File: config.mk
export PLATFORM = sky130hd
export DESIGN_NAME = systolic_seq_ctrl
export DESIGN_NICKNAME = d
export VERILOG_FILES = /design/src/rtl/systolic_seq_ctrl.sv
export SDC_FILE = /design/constraint.sdc
export NUM_CORES = 1
export LEC_CHECK = 0
export ABC_AREA = 1
export CORE_ASPECT_RATIO = 0.9
export CORE_MARGIN = 2
export CORE_UTILIZATION = 62
export DETAILED_ROUTE_END_ITERATION = 8
export GPL_TIMING_DRIVEN = 0
export PLACE_DENSITY = 0.83
export REMOVE_ABC_BUFFERS = 1
export SYNTH_ARGS = -nofsm -noshare
export SYNTH_HDL_FRONTEND = slang
export SYNTH_SLANG_ARGS = --single-unit
File: constraint.sdc
create_clock -name clk -period 3.6 [get_ports clk]
set_clock_uncertainty 0.05 [all_clocks]
set_input_delay 0.54 -clock clk [delete_from_list [all_inputs] [get_ports clk]]
set_output_delay 0.54 -clock clk [all_outputs]
set_load 0.01 [all_outputs]
File: src/rtl/systolic_seq_ctrl.sv
// Tile sequencer for a ROWS x COLS weight-stationary systolic array.
// Loads weights row by row, then drives skewed activation-read enables and
// per-column result-valid strobes that track the 2-stage PE pipeline.
module systolic_seq_ctrl #(
  parameter int ROWS = 4,
  parameter int COLS = 4,
  parameter int KW   = 9
) (
  input  logic                    clk,
  input  logic                    rst,
  input  logic                    start,
  input  logic [KW-1:0]           k_len,
  output logic                    busy,
  output logic                    done,
  output logic                    err,
  output logic                    w_load_en,
  output logic [$clog2(ROWS)-1:0] w_row_sel,
  output logic [ROWS-1:0]         act_rd_en,
  output logic [KW-1:0]           act_k_base,
  output logic [COLS-1:0]         out_valid
);

  localparam int RSW = $clog2(ROWS);
  // Wide enough for T_LAST at the largest k_len, so nothing ever wraps.
  localparam int TW  = KW + $clog2(ROWS + COLS) + 1;

  typedef enum logic [1:0] {
    IDLE,
    LOAD_W,
    RUN,
    DONE
  } state_t;

  state_t        state;
  logic [KW-1:0] k_reg;
  logic [TW-1:0] cnt;
  logic [TW-1:0] t_last;
  logic [TW-1:0] t_next;

  assign t_last = TW'(k_reg) + TW'(COLS + ROWS - 1);
  assign t_next = cnt + TW'(1);

  // Lane r injects vectors 0..k-1 starting r cycles after lane 0.
  function automatic logic [ROWS-1:0] lane_en(input logic [TW-1:0] tv,
                                              input logic [KW-1:0] kv);
    logic [ROWS-1:0] en;
    en = '0;
    for (int unsigned r = 0; r < ROWS; r++) begin
      en[r] = (tv >= TW'(r)) && ((tv - TW'(r)) < TW'(kv));
    end
    return en;
  endfunction

  // Column c sees results ROWS+1 cycles (row skew + PE latency) plus c
  // cycles of horizontal activation shift after lane 0 starts.
  function automatic logic [COLS-1:0] col_en(input logic [TW-1:0] tv,
                                             input logic [KW-1:0] kv);
    logic [COLS-1:0] en;
    en = '0;
    for (int unsigned c = 0; c < COLS; c++) begin
      en[c] = (tv >= TW'(c + ROWS + 1)) &&
              ((tv - TW'(c + ROWS + 1)) < TW'(kv));
    end
    return en;
  endfunction

  // Lane-0 vector index, saturating at the last vector once lane 0 is done.
  function automatic logic [KW-1:0] kbase(input logic [TW-1:0] tv,
                                          input logic [KW-1:0] kv);
    return (tv < TW'(kv)) ? tv[KW-1:0] : (kv - KW'(1));
  endfunction

  // Sequencer FSM; every output is registered with the value for the
  // state being entered, so outputs line up with the state they describe.
  always_ff @(posedge clk) begin
    if (rst) begin
      state      <= IDLE;
      k_reg      <= '0;
      cnt        <= '0;
      busy       <= 1'b0;
      done       <= 1'b0;
      err        <= 1'b0;
      w_load_en  <= 1'b0;
      w_row_sel  <= '0;
      act_rd_en  <= '0;
      act_k_base <= '0;
      out_valid  <= '0;
    end else begin
      done <= 1'b0;
      err  <= 1'b0;
      unique case (state)
        IDLE: begin
          if (start) begin
            if (k_len != '0) begin
              state     <= LOAD_W;
              k_reg     <= k_len;
              cnt       <= '0;
              busy      <= 1'b1;
              w_load_en <= 1'b1;
              w_row_sel <= '0;
            end else begin
              err <= 1'b1;
            end
          end
        end
        LOAD_W: begin
          if (cnt == TW'(ROWS - 1)) begin
            state      <= RUN;
            cnt        <= '0;
            w_load_en  <= 1'b0;
            w_row_sel  <= '0;
            act_rd_en  <= lane_en('0, k_reg);
            act_k_base <= kbase('0, k_reg);
            out_valid  <= col_en('0, k_reg);
          end else begin
            cnt       <= t_next;
            w_row_sel <= t_next[RSW-1:0];
          end
        end
        RUN: begin
          if (cnt == t_last) begin
            state     <= DONE;
            done      <= 1'b1;
            act_rd_en <= '0;
            out_valid <= '0;
          end else begin
            cnt        <= t_next;
            act_rd_en  <= lane_en(t_next, k_reg);
            act_k_base <= kbase(t_next, k_reg);
            out_valid  <= col_en(t_next, k_reg);
          end
        end
        DONE: begin
          state      <= IDLE;
          busy       <= 1'b0;
          cnt        <= '0;
          act_k_base <= '0;
        end
        default: state <= IDLE;
      endcase
    end
  end

endmodule

==> impl_metrics.tcl <==
set metrics [dict create \
    status "finished, final reports clean" \
    criticalPathCategory "reg -> reg" \
    dieArea_sq_um 10400 \
    power_leakage_nw 3.00 \
    dp_cells 1075 \
    setup_viol 0 \
    ant_nets 0 \
    cts.clk_slew.worst_paths_ns 0.10 \
    die_w_um 107 \
    grt_overflow 0 \
    syn-instance-count 937 \
    wire_per_inst_um 15.3 \
    ys_seq_area_share_pct 15.8 \
    diodes 0 \
    cts-root-buf "clkbuf_8" \
    ys_warn_count 0 \
    drive_gt1_share_pct 9.22 \
    syn2layout_area_growth_pct 9.36 \
    die_y_um 96.8 \
    via_per_inst 5.76 \
    core_area_sq_um 9210 \
    finalCriticalPeriod_ns 3.35 \
    ir_worst_vdd_mv 0.520 \
    largest_reg_flops 13 \
    p_per_area_nw_per_um2 814 \
    drc 0 \
    fmax_ghz 0.299 \
    place.gp.congestion 0.992 \
    cts.path.max_buffers 2 \
    portBuffers 34 \
    ys_ff_latch 47 \
    fin_cells 1087 \
    grt_max_degree 35 \
    antenna_found_initial 0 \
    num_rows 33 \
    drt_wl_total_um 16700 \
    initial_utilization_pct 64.5 \
    tightest_slew_ns 0.981 \
    crit_required_ns 3.78 \
    hold_class "reg -> reg" \
    grt_pass1_wl_um 27500 \
    cts.sinks 47 \
    dp_hpwl_um 12900 \
    io_pins 35 \
    cp.arrival_ns 3.53 \
    cts_max_level 2 \
    avgSynthCellArea_sq_um 6.34 \
    nFillCells 834 \
    rrSetupSlack_ns 0.25 \
    grt_pass1_vias 5833 \
    clock_latency_ns 0.31 \
    synthDistinctLibCells 40 \
    syn_area_sq_um 5940 \
    drt_iter0_drc 588 \
    nets 1051 \
    fin_tns_setup_ns 0 \
    rsz0062_at_grt "no" \
    first_pass_iters 5 \
    vias 6266 \
    grt_usage_pct 32.6 \
    slew_headroom_pct 34.6 \
    start_kind "flop" \
    max_cap_violations 0 \
    drv_slew 0 \
    numCtsBuffers 5 \
    cts_tree "done" \
    hold_violations 0 \
    end_kind "flop" \
    crit_path_max_fanout 10 \
    finalCritPeriodShare_pct 92.9 \
]
[layout make-up]
cell class                      count  area, sq um  area share (%)
Inverter                           89          345            5.32
Sequential cell                    47          948            14.6
Clock buffer                        6         72.6            1.12
Multi-Input combinational cell    783         4590            70.6
Timing Repair Buffer               38          370            5.70
Clock inverter                      2         16.3           0.251
Tap cell                          122          153            2.35
[worst paths after layout]
path,cells after the start,endpoint,startpoint
max reg2reg,19,out_valid[0]$_SDFFE_PP0P_,cnt[1]$_SDFFE_PP0P_
min reg2reg,2,act_rd_en[1]$_SDFFE_PP0P_,act_rd_en[1]$_SDFFE_PP0P_
max,19,out_valid[0]$_SDFFE_PP0P_,cnt[1]$_SDFFE_PP0P_
min,2,act_rd_en[1]$_SDFFE_PP0P_,act_rd_en[1]$_SDFFE_PP0P_
[layout by cell type, fill, tap and decap left out, types with 2 or more instances in the layout]
cell and count:
buf_4 4, clkbuf_8 5, nor2_4 13, o21ai_1 8, a21oi_1 76, o211ai_1 3
nor4_1 2, xor2_1 39, ha_1 72, o21bai_1 2, nand3_2 4, inv_2 6
clkdlybuf4s50_1 34, nor2_2 10, o21a_1 3, nand3_4 3, nand4_1 15, nor2_1 111
nor2_8 2, o21ai_0 48, and2_1 2, dfxtp_1 45, ha_4 3, inv_1 78
clkinvlp_4 3, nand2_2 19, nand3_1 90, nand2_4 9, nand2_1 228, dfxtp_4 2
nor3_1 9, a21o_1 2, xnor2_1 2
[what timing repair did]
action / CTS / global route
setup buffers: 3 / 1
setup endpoints to repair: 17 / 13
hold buffers: 0 / 0
gates resized for setup: 9 / 9
[metrics by stage]
step / util [%] / total power [mW] / hold slack [ns] / instance area, sq um / worst slack, ns
6_report: 70.5 / 5.28 / 0.419 / 6490 / 0.254
5_1_grt: 70.5 / 5.88 / 0.441 / 6490 / 0.0304
4_1_cts: 69.9 / 5.20 / 0.418 / 6440 / 0.00513
3_5_place_dp: 68.5 / 4.81 / 0.404 / 6300 / -0.734
3_3_place_gp: 68.5 / 4.72 / 0.404 / 6300 / -0.659
2_1_floorplan: - / 3.81 / 0.432 / 5810 / 0.436
[kinds of logic (layout without fill, tap and decap cells)]
kind of cell               after synthesis  count (layout)  synth area share, %
AOI/OAI and AO/OA                      147             147                 13.1
xor gates and xnor gates                41              41                 6.05
adders and majority gates               75              75                 15.8
buffers and inverters                  107             135                 7.80
DFF                                     47              47                 15.8
and+or+nand+nor                        520             520                 41.4
[synthesized netlist by cell type]
cell	instances	area, sq um
o21bai_1	2	15.0
xnor2_1	2	17.5
nand4_1	15	93.8
o21ai_0	48	240
nor3_2	1	10.0
ha_1	75	938
clkbuf_1	8	30.0
inv_4	1	6.26
nand3_4	3	52.6
nand3_2	4	40.0
o21ai_1	8	40.0
nor2_2	10	62.6
nand3_1	90	450
a21o_1	2	15.0
a21boi_0	2	15.0
and2_1	2	12.5
inv_1	81	304
clkinv_1	1	3.75
nor2_8	2	40.0
nor3_1	9	45.0
inv_2	5	18.8
clkinv_2	1	5.00
buf_4	3	22.5
buf_6	6	67.6
nor4_1	2	12.5
o21a_1	3	22.5
nor2_1	111	417
nand2_4	7	78.8
buf_2	1	5.00
o211ai_1	3	22.5
nor2_4	13	146
a21oi_1	77	385
dfxtp_1	47	941
nand3b_1	1	7.51
o221ai_1	1	8.76
a21boi_2	1	11.3
xor2_1	39	342
nand2_1	229	860
or2_1	1	6.26
nand2_2	20	125
[power by group]
part / total (mW) / switching (mW) / internal [mW]
combinational: 4.15 / 2.64 / 1.51
clock: 0.343 / 0.203 / 0.140
sequential: 0.788 / 0.134 / 0.654
[per-layer routing]
| layer | track usage, % | share of wire [%] | vias to the layer above |
|---|---|---|---|
| li1 | - | - | 3149 |
| met1 | 41.6 | 43 | 2805 |
| met2 | 54.6 | 47 | 261 |
| met3 | 4.18 | 6.8 | 51 |
| met4 | 14.0 | 3.9 | 0 |
| met5 | 0 | 0 | - |
[worst max-delay path: stages, from the launching register on]
cell,delay (ns)
dfxtp_4,0.40
ha_4,0.20
inv_1,0.12
nand2_1,0.10
nand2_4,0.15
clkinvlp_4,0.15
buf_4,0.16
ha_1,0.18
a21oi_2,0.28
nand3_1,0.18
nor2_1,0.23
xor2_1,0.09
ha_1,0.19
a21oi_1,0.14
nand3_1,0.09
a21oi_1,0.13
nand3_1,0.08
nor2_1,0.10
nand3_1,0.11
a21oi_1,0.13
No activity file was read; power rests on OpenSTA's default activity.
